**config.mk**
```make
export PLATFORM = sky130hd
export DESIGN_NAME = spi_master
export DESIGN_NICKNAME = d
export VERILOG_FILES = /design/src/rtl/spi_master.sv
export SDC_FILE = /design/constraint.sdc
export NUM_CORES = 1
export LEC_CHECK = 0
export CAP_MARGIN = 15
export CORE_ASPECT_RATIO = 0.5
export CORE_MARGIN = 2
export CORE_UTILIZATION = 25
export DETAILED_ROUTE_END_ITERATION = 8
export PLACE_DENSITY_LB_ADDON = 0.08
export SYNTH_ARGS = -nofsm -noshare
export SYNTH_HDL_FRONTEND = slang
export SYNTH_SLANG_ARGS = --single-unit
```
**constraint.sdc**
```tcl
create_clock -name clk_i -period 3.2 [get_ports clk_i]
set_input_delay 0.64 -clock clk_i [delete_from_list [all_inputs] [get_ports clk_i]]
set_output_delay 0.64 -clock clk_i [all_outputs]
set_load 0.01 [all_outputs]
```
**src/rtl/spi_master.sv**
```systemverilog
// SPI mode-0 master: valid/ready byte input, tx_last closes the chip-select frame,
// and each received byte is returned with a one-cycle strobe.
module spi_master #(
  parameter int unsigned CLK_DIV  = 8,
  parameter int unsigned CS_SETUP = 2,
  parameter int unsigned CS_HOLD  = 2
) (
  input  logic       clk_i,
  input  logic       rst_i,
  input  logic       tx_valid_i,
  input  logic [7:0] tx_data_i,
  input  logic       tx_last_i,
  output logic       tx_ready_o,
  output logic [7:0] rxd_out_o,
  output logic       rxd_flag_o,
  output logic       busy_o,
  output logic       cs_o,
  output logic       sck_o,
  output logic       mosi_o,
  input  logic       miso_i
);

  localparam int unsigned DivW     = $clog2(CLK_DIV);
  localparam int unsigned GuardMax = (CS_SETUP > CS_HOLD) ? CS_SETUP : CS_HOLD;
  localparam int unsigned GuardW   = $clog2(GuardMax + 1);

  localparam logic [DivW-1:0]   DivLast   = DivW'(CLK_DIV - 1);
  localparam logic [GuardW-1:0] SetupLast = GuardW'(CS_SETUP - 1);
  localparam logic [GuardW-1:0] HoldLast  = GuardW'(CS_HOLD - 1);

  typedef enum logic [2:0] {StIdle, StSetup, StShift, StNext, StHold} state_e;

  state_e            state_q, state_d;
  logic [DivW-1:0]   div_cnt_q, div_cnt_d;
  logic [GuardW-1:0] guard_q, guard_d;
  logic [2:0]        bit_cnt_q, bit_cnt_d;
  logic [6:0]        tx_q, tx_d;
  logic [6:0]        rx_q, rx_d;
  logic              last_q, last_d;
  logic              tx_ready_q, tx_ready_d;
  logic [7:0]        rxd_q, rxd_d;
  logic              rxd_flag_q, rxd_flag_d;
  logic              cs_q, cs_d;
  logic              sck_q, sck_d;
  logic              mosi_q, mosi_d;
  logic              miso_meta_q, miso_sync_q;
  logic              accept;

  assign accept = tx_valid_i & tx_ready_q;

  always_comb begin
    state_d    = state_q;
    div_cnt_d  = div_cnt_q;
    guard_d    = guard_q;
    bit_cnt_d  = bit_cnt_q;
    tx_d       = tx_q;
    rx_d       = rx_q;
    last_d     = last_q;
    rxd_d      = rxd_q;
    rxd_flag_d = 1'b0;
    cs_d       = cs_q;
    sck_d      = sck_q;
    mosi_d     = mosi_q;

    unique case (state_q)
      StIdle: begin
        cs_d  = 1'b1;
        sck_d = 1'b0;
        if (accept) begin
          state_d = StSetup;
          cs_d    = 1'b0;
          mosi_d  = tx_data_i[7];
          tx_d    = tx_data_i[6:0];
          last_d  = tx_last_i;
          guard_d = '0;
        end
      end
      StSetup: begin
        if (guard_q == SetupLast) begin
          state_d   = StShift;
          div_cnt_d = '0;
          bit_cnt_d = '0;
        end else begin
          guard_d = guard_q + GuardW'(1);
        end
      end
      StShift: begin
        if (div_cnt_q == DivLast) begin
          div_cnt_d = '0;
          if (!sck_q) begin
            sck_d = 1'b1;
          end else begin
            // Falling edge: sample MISO late in the high phase, then advance MOSI.
            sck_d     = 1'b0;
            rx_d      = {rx_q[5:0], miso_sync_q};
            bit_cnt_d = bit_cnt_q + 3'd1;
            if (bit_cnt_q == 3'd7) begin
              rxd_d      = {rx_q, miso_sync_q};
              rxd_flag_d = 1'b1;
              guard_d    = '0;
              state_d    = last_q ? StHold : StNext;
            end else begin
              mosi_d = tx_q[6];
              tx_d   = {tx_q[5:0], 1'b0};
            end
          end
        end else begin
          div_cnt_d = div_cnt_q + DivW'(1);
        end
      end
      StNext: begin
        cs_d  = 1'b0;
        sck_d = 1'b0;
        if (accept) begin
          state_d   = StShift;
          mosi_d    = tx_data_i[7];
          tx_d      = tx_data_i[6:0];
          last_d    = tx_last_i;
          div_cnt_d = '0;
          bit_cnt_d = '0;
        end
      end
      StHold: begin
        if (guard_q == HoldLast) begin
          state_d = StIdle;
          cs_d    = 1'b1;
        end else begin
          guard_d = guard_q + GuardW'(1);
        end
      end
      default: state_d = StIdle;
    endcase

    tx_ready_d = (state_d == StIdle) || (state_d == StNext);
  end

  always_ff @(posedge clk_i) begin
    if (rst_i) begin
      state_q     <= StIdle;
      div_cnt_q   <= '0;
      guard_q     <= '0;
      bit_cnt_q   <= '0;
      tx_q        <= '0;
      rx_q        <= '0;
      last_q      <= 1'b0;
      tx_ready_q  <= 1'b0;
      rxd_q       <= 8'h00;
      rxd_flag_q  <= 1'b0;
      cs_q        <= 1'b1;
      sck_q       <= 1'b0;
      mosi_q      <= 1'b0;
      miso_meta_q <= 1'b0;
      miso_sync_q <= 1'b0;
    end else begin
      state_q     <= state_d;
      div_cnt_q   <= div_cnt_d;
      guard_q     <= guard_d;
      bit_cnt_q   <= bit_cnt_d;
      tx_q        <= tx_d;
      rx_q        <= rx_d;
      last_q      <= last_d;
      tx_ready_q  <= tx_ready_d;
      rxd_q       <= rxd_d;
      rxd_flag_q  <= rxd_flag_d;
      cs_q        <= cs_d;
      sck_q       <= sck_d;
      mosi_q      <= mosi_d;
      miso_meta_q <= miso_i;
      miso_sync_q <= miso_meta_q;
    end
  end

  assign tx_ready_o = tx_ready_q;
  assign rxd_out_o  = rxd_q;
  assign rxd_flag_o = rxd_flag_q;
  assign busy_o     = (state_q != StIdle);
  assign cs_o       = cs_q;
  assign sck_o      = sck_q;
  assign mosi_o     = mosi_q;

endmodule
```
==> results of run 1 <==
## through the flow
step / setup WS [ns] / hold slack [ns] / std cells / power [mW]
2_1_floorplan: 1.49 / 0.414 / 222 / 0.617
3_3_place_gp: 0.932 / 0.452 / 350 / 0.657
3_5_place_dp: 0.795 / 0.433 / 350 / 0.657
4_1_cts: 0.653 / 0.437 / 358 / 1.27
5_1_grt: 0.530 / 0.463 / 358 / 1.30
6_report: 0.643 / 0.437 / 358 / 1.25
## critical path, stage by stage, from the launching register on
cell and delay [ns]:
dfxtp_1 0.81, nor2_1 0.16, nand2_1 0.11, clkdlybuf4s50_1 0.54
## routing by layer
metal,GRT usage (%),routed length [um]
met3,3.98,196
met5,0,0
met4,3.26,46
met2,19.4,2020
met1,15.6,2660
## Yosys cell counts (all sizes together)
master   instances
o2111ai          2
nand2b           4
nand4bb          1
o31ai            2
o21a             1
or2              2
nand2           20
inv             12
xnor2            1
nand3            2
a21bo            1
xor2             1
nor4             4
nor2b            4
o21ai            3
dfxtp           41
a211oi           1
nor3b            7
and3b            1
a22o             3
nand4b           2
mux2             2
mux2i            9
a31o             1
a31oi            1
a32oi            1
a211o            2
a2111oi          8
nor3             5
clkbuf           6
and2             1
buf              9
a21oi           19
a311oi           7
a32o             1
nand3b           1
and3             4
o221ai           1
nor2            21
o221a            1
ha               6
o22a             1
## power by group through the flow
| stage | Combinational [mW] | Sequential, mW | Clock [mW] |
|---|---|---|---|
| floorplan | 0.0725 | 0.545 | 0 |
| global placement | 0.107 | 0.551 | 0 |
| detailed placement | 0.107 | 0.550 | 0 |
| CTS | 0.108 | 0.539 | 0.621 |
| global route | 0.118 | 0.541 | 0.643 |
| finish | 0.106 | 0.539 | 0.603 |
## kinds of logic after synthesis
group	Yosys count	share of synthesized area [%]
AND/OR/NAND/NOR	79	22.0
AO/OA/AOI/OAI	56	20.8
XOR/XNOR	2	1.24
buffers and inverters	27	6.12
flip-flops	41	40.6
multiplexers	11	5.57
adder cells (fa/ha/maj)	6	3.71
## final timing paths
check	cells after the start	endpoint	startpoint	slack [ns]
worst max register to register	4	tx_q[5]$_SDFFE_PP0P_	state_q[1]$_SDFF_PP0_	0.85
worst max-delay path	3	busy_o	state_q[1]$_SDFF_PP0_	0.64
worst min register to register	1	miso_sync_q$_SDFF_PP0_	miso_meta_q$_SDFF_PP0_	0.44
worst min-delay path	1	miso_sync_q$_SDFF_PP0_	miso_meta_q$_SDFF_PP0_	0.44
## cell type report
class / instances / area [sq um] / area share [%]
Sequential cell: 41 / 821 / 32.1
Clock buffer: 6 / 139 / 5.43
Inverter: 12 / 45.0 / 1.76
Multi-Input combinational cell: 154 / 1080 / 42.2
Clock inverter: 2 / 37.5 / 1.47
Tap cell: 112 / 140 / 5.48
Timing Repair Buffer: 31 / 298 / 11.6
## state kept, by name (all words and copies together) (netlist names)
name         cells
rxd_out_o        8
rx_q             7
tx_q             7
bit_cnt_q        3
div_cnt_q        3
state_q          3
guard_q          2
cs_o             1
last_q           1
miso_meta_q      1
miso_sync_q      1
mosi_o           1
rxd_flag_o       1
sck_o            1
tx_ready_o       1
==> flow_metrics.env, run 1 <==
export IMPL_die_h_um=67.6
export IMPL_min_path_type="flip-flop to flip-flop"
export IMPL_overflow=0
export IMPL_port_buffer_count=26
export IMPL_fin_skew_ns=0.00543
export IMPL_drv_slew=0
export IMPL_ys_seq_area_share_pct=40.6
export IMPL_boundaryPins=27
export IMPL_seq_power_share_pct=43.2
export IMPL_cp_end_kind="output port"
export IMPL_worst_slew_pin_slew_ns=0.757
export IMPL_drive_gt1_share_pct=11.4
export IMPL_dpl_cell_area_sq_um=2380
export IMPL_antenna_found_initial=0
export IMPL_cts_sinks=41
export IMPL_crit_required_ns=2.56
export IMPL_postSynthCellCount=222
export IMPL_grt_usage_pct=12.0
export IMPL_power_density_nw_per_um2=488
export IMPL_grt_start_max_net_pins=38
export IMPL_hold_buffers=0
export IMPL_routedWlPerCell_um=13.7
export IMPL_nNetsFinal=264
export IMPL_dr_total_vias=1655
export IMPL_clockBufferDepth=2
export IMPL_cts_root_buffer="clkbuf_16"
export IMPL_drt_pass1_iterations=4
export IMPL_path_class="flip-flop to output port"
export IMPL_clock_latency_ns=0.29
export IMPL_grt_first_pass_wirelength_um=8310
export IMPL_utilization_pct=32.3
export IMPL_arrival_ns=1.92
export IMPL_dieArea_sq_um=8870
export IMPL_cts_resized=0
export IMPL_syn_area_per_cell_sq_um=9.11
export IMPL_p_sw_share_pct=22.4
export IMPL_min_period_ns=2.56
export IMPL_setup_tns_ns=0
export IMPL_rows=23
export IMPL_pwr_share_clk_pct=48.3
export IMPL_core_sq_um=7910
export IMPL_h_tree_depth=2
export IMPL_timing_slew_headroom_pct=49.5
export IMPL_drv_cap=0
export IMPL_postLayoutCellArea_sq_um=2560
export IMPL_setup_violations=0
export IMPL_yosys_warnings=0
export IMPL_synth_cell_types=49
export IMPL_status="completed"
export IMPL_avgViaCountPerCell=4.62
export IMPL_initial_core_util_pct=25.6
export IMPL_yosys_top_cells_area="dfxtp_1 41%, a21oi_1 4.5%, mux2i_1 4.5%"
export IMPL_ir_worst_vdd_uv=191
export IMPL_synth_top_area_share_pct=40.6
export IMPL_synth_top_area_cell="dfxtp_1"
export IMPL_drc=0
export IMPL_ys_seq_elements=41
export IMPL_finalCritPeriodShare_pct=79.9
export IMPL_rsz0062_at_grt="no"
export IMPL_wl_um=4920
export IMPL_grt_pass1_vias=1618
export IMPL_p_leak_nw=0.907
export IMPL_mostFrequentLayoutCell="dfxtp_1"
export IMPL_post_cts_setup_buffer_count=0
export IMPL_cts_tree="done"
export IMPL_antennaDiodeCount=0
export IMPL_intPower_mw=0.968
export IMPL_die_x_um=131
export IMPL_first_iter_violations=112
export IMPL_pwr_share_comb_pct=8.5
export IMPL_syn_area_sq_um=2020
export IMPL_cp_max_fo=21
export IMPL_gp_congestion=0.742
export IMPL_syn_nets=241
export IMPL_fmax_mhz=391
export IMPL_numCtsBuffers=5
export IMPL_syn2layout_area_growth_pct=26.5
export IMPL_cp_start_kind="flip-flop"
export IMPL_clk_pin_slew_ns=0.06
export IMPL_hpwl_um=3350
export IMPL_p_sw_mw=0.280
export IMPL_ant_nets=0
export IMPL_mostFrequentLayoutCells="41 x dfxtp_1, 26 x clkdlybuf4s50_1, 21 x nor2_1"
export IMPL_fill_cells=821
export IMPL_final_hold_violation_count=0
(Power assumes the default switching activity.)
==> inputs of run 2 (changes only) <==
- clock period: 3.2 -> 2.5 ns (I/O delays scaled with it)
==> flow_metrics.env, run 2 (synthesis gave the netlist of run 1 again) <==
export IMPL_dr_total_vias=1711
export IMPL_path_class="flip-flop to output port"
export IMPL_core_sq_um=7910
export IMPL_status="completed"
export IMPL_drive_gt1_share_pct=13.1
export IMPL_h_tree_depth=2
export IMPL_setup_tns_ns=0
export IMPL_cp_max_fo=11
export IMPL_finalCritPeriodShare_pct=90.7
export IMPL_r2r_setup_slack_ns=0.46
export IMPL_seq_power_share_pct=43.3
export IMPL_power_density_nw_per_um2=610
export IMPL_cp_startpoint="state_q[2]$_SDFF_PP0_"
export IMPL_arrival_ns=1.77
export IMPL_boundaryPins=27
export IMPL_rows=23
export IMPL_pwr_share_clk_pct=47.5
export IMPL_drv_cap=0
export IMPL_pwr_share_comb_pct=9.2
export IMPL_port_buffer_count=26
export IMPL_worst_slew_pin_slew_ns=0.418
export IMPL_crit_end="busy_o"
export IMPL_p_sw_mw=0.365
export IMPL_cp_start_kind="flip-flop"
export IMPL_initial_core_util_pct=25.6
export IMPL_grt_start_max_net_pins=21
export IMPL_rsz0062_at_grt="no"
export IMPL_clockBufferDepth=2
export IMPL_cts_root_buffer="clkbuf_16"
export IMPL_cts_tree="done"
export IMPL_numCtsBuffers=5
export IMPL_p_leak_nw=0.931
export IMPL_post_place_ws_ns=0.274
export IMPL_overflow=0
export IMPL_min_path_type="flip-flop to flip-flop"
export IMPL_antennaDiodeCount=0
export IMPL_largest_reg_flops=8
export IMPL_gp_congestion=0.790
export IMPL_p_sw_share_pct=23.0
export IMPL_crit_family="buffers and inverters"
export IMPL_hpwl_um=3450
export IMPL_die_x_um=131
export IMPL_drt_pass1_iterations=4
export IMPL_setup_violations=0
export IMPL_cpPeakStageDelay_ns=0.59
export IMPL_post_cts_setup_buffer_count=0
export IMPL_mostFrequentLayoutCell="dfxtp_1"
export IMPL_nNetsFinal=269
export IMPL_grt_first_pass_wirelength_um=8580
export IMPL_crit_required_ns=2.00
export IMPL_fin_cells=363
export IMPL_dp_cells=355
export IMPL_holdWs_ns=0.459
export IMPL_dieArea_sq_um=8870
export IMPL_dpl_cell_area_sq_um=2420
export IMPL_layout_setup_ws_ns=0.233
export IMPL_fmax_mhz=441
export IMPL_mostFrequentLayoutCells="41 x dfxtp_1, 26 x clkdlybuf4s50_1, 21 x nor2_1"
export IMPL_antenna_found_initial=0
export IMPL_ff2ff_path_depth=6
export IMPL_r2r_start="div_cnt_q[0]$_SDFFE_PP0P_"
export IMPL_clock_latency_ns=0.29
export IMPL_syn2layout_area_growth_pct=28.1
export IMPL_timing_slew_headroom_pct=71.4
export IMPL_hold_buffers=0
export IMPL_cp_num_buf_inv=2
export IMPL_grt_usage_pct=12.4
export IMPL_fin_skew_ns=0.00695
export IMPL_crit_slowest_cell="dfxtp_1"
export IMPL_path_cells="inv_1 -> nand2_1 -> clkdlybuf4s50_1"
export IMPL_grt_pass1_vias=1698
export IMPL_final_hold_violation_count=0
export IMPL_cp_end_kind="output port"
export IMPL_drv_slew=0
export IMPL_avgViaCountPerCell=4.71
export IMPL_cts_resized=0
export IMPL_routedWlPerCell_um=13.8
export IMPL_postLayoutCellArea_sq_um=2590
export IMPL_die_h_um=67.6
export IMPL_r2r_end="tx_q[5]$_SDFFE_PP0P_"
export IMPL_ant_nets=0
export IMPL_cp_depth=3
export IMPL_min_period_ns=2.27
export IMPL_wl_um=5000
export IMPL_cts_sinks=41
export IMPL_intPower_mw=1.22
export IMPL_first_iter_violations=96
export IMPL_utilization_pct=32.7
export IMPL_fill_cells=839
export IMPL_clk_pin_slew_ns=0.06
export IMPL_drc=0
export IMPL_ir_worst_vdd_uv=354
export IMPL_total_power_mw=1.58
## run 2: cell count changes in the layout (fill, tap and decap cells not counted), sizes merged
cell	change
clkinv	+1
buf	+5
clkbuf	-1
## run 2: layer usage
layer  wire, um  vias up  GRT usage, %
li1           -      865             -
met1       2600      788          16.7
met2       2010       50          18.6
met3        316        8          4.13
met4         68        0          4.21
met5          0        -             0
## run 2: worst register-to-register path, stage by stage, from the launching register on
cell and delay (ns):
dfxtp_1 0.35, ha_1 0.16, ha_1 0.32, nand4b_4 0.18, o22a_1 0.33, a2111oi_0 0.46
a311oi_1 0.10
## run 2: final cells by class
| type | count | area [sq um] | area share (%) |
|---|---|---|---|
| clock buffer | 5 | 125 | 4.83 |
| clock inverter | 3 | 46.3 | 1.79 |
| inverter | 12 | 45.0 | 1.74 |
| multi-input combinational | 154 | 1080 | 41.6 |
| sequential | 41 | 821 | 31.7 |
| tap | 112 | 140 | 5.41 |
| timing repair buffer | 36 | 335 | 12.9 |
## run 2: how the worst min path moves through the flow
stage / start / end / slack (ns) / cells after the start
after floorplan: miso_meta_q$_SDFF_PP0_ / miso_sync_q$_SDFF_PP0_ / 0.41 / 1
after global placement: miso_meta_q$_SDFF_PP0_ / miso_sync_q$_SDFF_PP0_ / 0.45 / 1
after detailed placement: miso_meta_q$_SDFF_PP0_ / miso_sync_q$_SDFF_PP0_ / 0.43 / 1
after CTS: miso_meta_q$_SDFF_PP0_ / miso_sync_q$_SDFF_PP0_ / 0.46 / 1
after global routing: miso_meta_q$_SDFF_PP0_ / miso_sync_q$_SDFF_PP0_ / 0.47 / 1
final: miso_meta_q$_SDFF_PP0_ / miso_sync_q$_SDFF_PP0_ / 0.46 / 1
## run 2: power groups by stage
stage,clock [mW],combinational [mW],sequential (mW)
after floorplan,0,0.0928,0.697
after global placement,0,0.146,0.700
after detailed placement,0,0.147,0.700
after CTS,0.779,0.147,0.685
after global routing,0.809,0.163,0.688
final,0.751,0.145,0.686
==> inputs of run 3 (changes only) <==
- ABC_AREA: unset -> 1
- PLACE_DENSITY_LB_ADDON: 0.08 -> unset
- TNS_END_PERCENT: unset -> 1
==> flow_metrics.env, run 3 <==
export IMPL_pwr_share_comb_pct=15.9
export IMPL_post_place_ws_ns=0.677
export IMPL_synth_common_cells="84 x nand2_1, 41 x dfxtp_1, 35 x nor2_1"
export IMPL_synth_top_area_share_pct=43.5
export IMPL_antennaDiodeCount=0
export IMPL_synthArstFlopShare_pct=0
export IMPL_drv_slew=0
export IMPL_path_class="flip-flop to output port"
export IMPL_port_buffer_count=26
export IMPL_grt_start_max_net_pins=28
export IMPL_worst_hold_path_num_cells=2
export IMPL_holdCritStartpoint="miso_meta_q$_SDFF_PP0_"
export IMPL_drc=0
export IMPL_yosys_warnings=0
export IMPL_worst_slew_pin_slew_ns=0.485
export IMPL_cp_max_fo=8
export IMPL_timing_slew_headroom_pct=67.6
export IMPL_r2r_start="div_cnt_q[0]$_SDFFE_PP0P_"
export IMPL_grt_use_met2_pct=17.4
export IMPL_ff2ff_path_depth=7
export IMPL_p_leak_nw=0.964
export IMPL_pwr_share_clk_pct=40.2
export IMPL_power_density_nw_per_um2=684
export IMPL_clk_pin_slew_ns=0.06
export IMPL_use_met1_pct=11.8
export IMPL_clockBufferDepth=2
export IMPL_postSynthCellCount=270
export IMPL_grt_pass1_vias=1529
export IMPL_min_path_type="flip-flop to flip-flop"
export IMPL_cts_tree="done"
export IMPL_status="completed"
export IMPL_wl_um=3900
export IMPL_avgViaCountPerCell=4.26
export IMPL_syn_area_per_cell_sq_um=6.99
export IMPL_top_usage_layer="met2"
export IMPL_drive_gt1_share_pct=8.39
export IMPL_h_tree_depth=2
export IMPL_numCtsBuffers=5
export IMPL_r2r_setup_slack_ns=0.84
export IMPL_ant_nets=0
export IMPL_fmax_mhz=477
export IMPL_dieArea_sq_um=8300
export IMPL_die_x_um=127
export IMPL_ys_flop_type="dfxtp_1"
export IMPL_boundaryPins=27
export IMPL_syn2layout_area_growth_pct=25.9
export IMPL_setup_violations=0
export IMPL_final_hold_violation_count=0
export IMPL_drv_cap=0
export IMPL_largest_reg_flops=8
export IMPL_cts_resized=0
export IMPL_drt_pass1_iterations=4
export IMPL_p_sw_mw=0.455
export IMPL_r2r_end="mosi_o$_SDFFE_PP0P_"
export IMPL_ys_seq_area_share_pct=43.5
export IMPL_min_period_ns=2.10
export IMPL_yosys_top_cells_area="dfxtp_1 44%, nand2_1 17%, a21oi_1 7.2%"
export IMPL_synth_cell_types=23
export IMPL_initial_core_util_pct=25.8
export IMPL_nNetsFinal=316
export IMPL_dr_total_vias=1679
export IMPL_fin_cells=394
export IMPL_setup_tns_ns=0
export IMPL_fill_cells=800
export IMPL_intPower_mw=1.17
export IMPL_p_sw_share_pct=28.0
export IMPL_mostFrequentLayoutCell="nand2_1"
export IMPL_rsz0062_at_grt="no"
export IMPL_syn_nets=289
export IMPL_cp_start_kind="flip-flop"
export IMPL_overflow=0
export IMPL_layout_setup_ws_ns=0.402
export IMPL_hold_buffers=0
export IMPL_seq_power_share_pct=43.9
export IMPL_cts_root_buffer="clkbuf_16"
export IMPL_cts_sinks=41
export IMPL_arrival_ns=1.60
export IMPL_hpwl_um=2730
export IMPL_utilization_pct=32.5
export IMPL_core_sq_um=7320
export IMPL_ir_worst_vdd_uv=260
export IMPL_ys_seq_elements=41
export IMPL_syn_area_sq_um=1890
export IMPL_dp_cells=386
export IMPL_globalRouteMet3Util_pct=3.66
export IMPL_grt_usage_pct=10.1
export IMPL_multi_input_area_sq_um=912
export IMPL_cp_end_kind="output port"
export IMPL_synth_edff_count=0
export IMPL_mostFrequentLayoutCells="84 x nand2_1, 41 x dfxtp_1, 35 x nor2_1"
export IMPL_first_iter_violations=104
export IMPL_die_h_um=65.4
export IMPL_routedWlPerCell_um=9.89
export IMPL_fin_skew_ns=0.00422
export IMPL_post_cts_setup_buffer_count=0
export IMPL_grt_first_pass_wirelength_um=6710
export IMPL_synth_top_area_cell="dfxtp_1"
export IMPL_yosysMostFrequentCell="nand2_1"
export IMPL_crit_required_ns=2.00
export IMPL_gp_congestion=0.870
export IMPL_rows=22
export IMPL_regArea_sq_um=821
export IMPL_finalCritPeriodShare_pct=83.9
export IMPL_antenna_found_initial=0
export IMPL_clock_latency_ns=0.29
export IMPL_total_power_mw=1.63
export IMPL_whs_endpoint="miso_sync_q$_SDFF_PP0_"
==> run 3: changes by cell type after synthesis, sizes merged, moves of 7 or more <==
| cell | change |
|---|---|
| nand2 | +69 |
| a311oi | -7 |
| nor2 | +17 |
| nand3 | +12 |
| a21oi | +8 |
| o21ai | +10 |
| a2111oi | -8 |
| mux2i | -9 |
| nor3b | -7 |
| inv | +15 |
==> run 3: metrics by stage <==
step | hold slack, ns | cell area, sq um
floorplan | 0.388 | 1890
global placement | 0.400 | 2230
detailed placement | 0.401 | 2230
CTS | 0.408 | 2380
global route | 0.423 | 2380
finish | 0.405 | 2380
==> run 3: worst max-delay path by stage <==
stage / from / endpoint / slack [ns] / depth (start not counted)
3_5_place_dp: tx_valid_i / tx_ready_o$_SDFF_PP0_ / 0.68 / 9
2_1_floorplan: div_cnt_q[0]$_SDFFE_PP0P_ / tx_q[1]$_SDFFE_PP0P_ / 1.04 / 8
4_1_cts: state_q[2]$_SDFF_PP0_ / busy_o / 0.42 / 3
3_3_place_gp: tx_valid_i / tx_ready_o$_SDFF_PP0_ / 0.68 / 9
6_report: state_q[2]$_SDFF_PP0_ / busy_o / 0.40 / 3
5_1_grt: state_q[2]$_SDFF_PP0_ / busy_o / 0.36 / 3
==> run 3: metal layers <==
metal	wire length [um]	vias to the layer above
met4	31	0
met5	0	-
met1	1920	742
met3	160	4
li1	-	909
met2	1790	24
==> run 3: kinds of logic after synthesis <==
family          share of synthesized area (%)
simple gates                             33.3
buf+inv                                  8.16
flops                                    43.5
fa+ha+maj                                3.98
compound gates                           11.1
==> run 3: power by group through the flow <==
stage,logic (mW),registers [mW],clock network (mW)
3_5_place_dp,0.258,0.729,0
3_3_place_gp,0.259,0.729,0
6_report,0.259,0.714,0.653
2_1_floorplan,0.190,0.727,0
5_1_grt,0.299,0.720,0.703
4_1_cts,0.260,0.715,0.669
==> run 3: cell type report <==
class | instances | area share, %
multi-input combinational | 194 | 38.4
sequential | 41 | 34.5
timing repair buffer | 27 | 11.3
clock buffer | 5 | 5.27
tap | 96 | 5.06
inverter | 28 | 4.42
clock inverter | 3 | 1.05
==> run 3: critical path: stages (launching register included) <==
cell             delay (ns)
dfxtp_1                0.48
inv_2                  0.15
nand2_2                0.14
clkdlybuf4s50_1        0.54
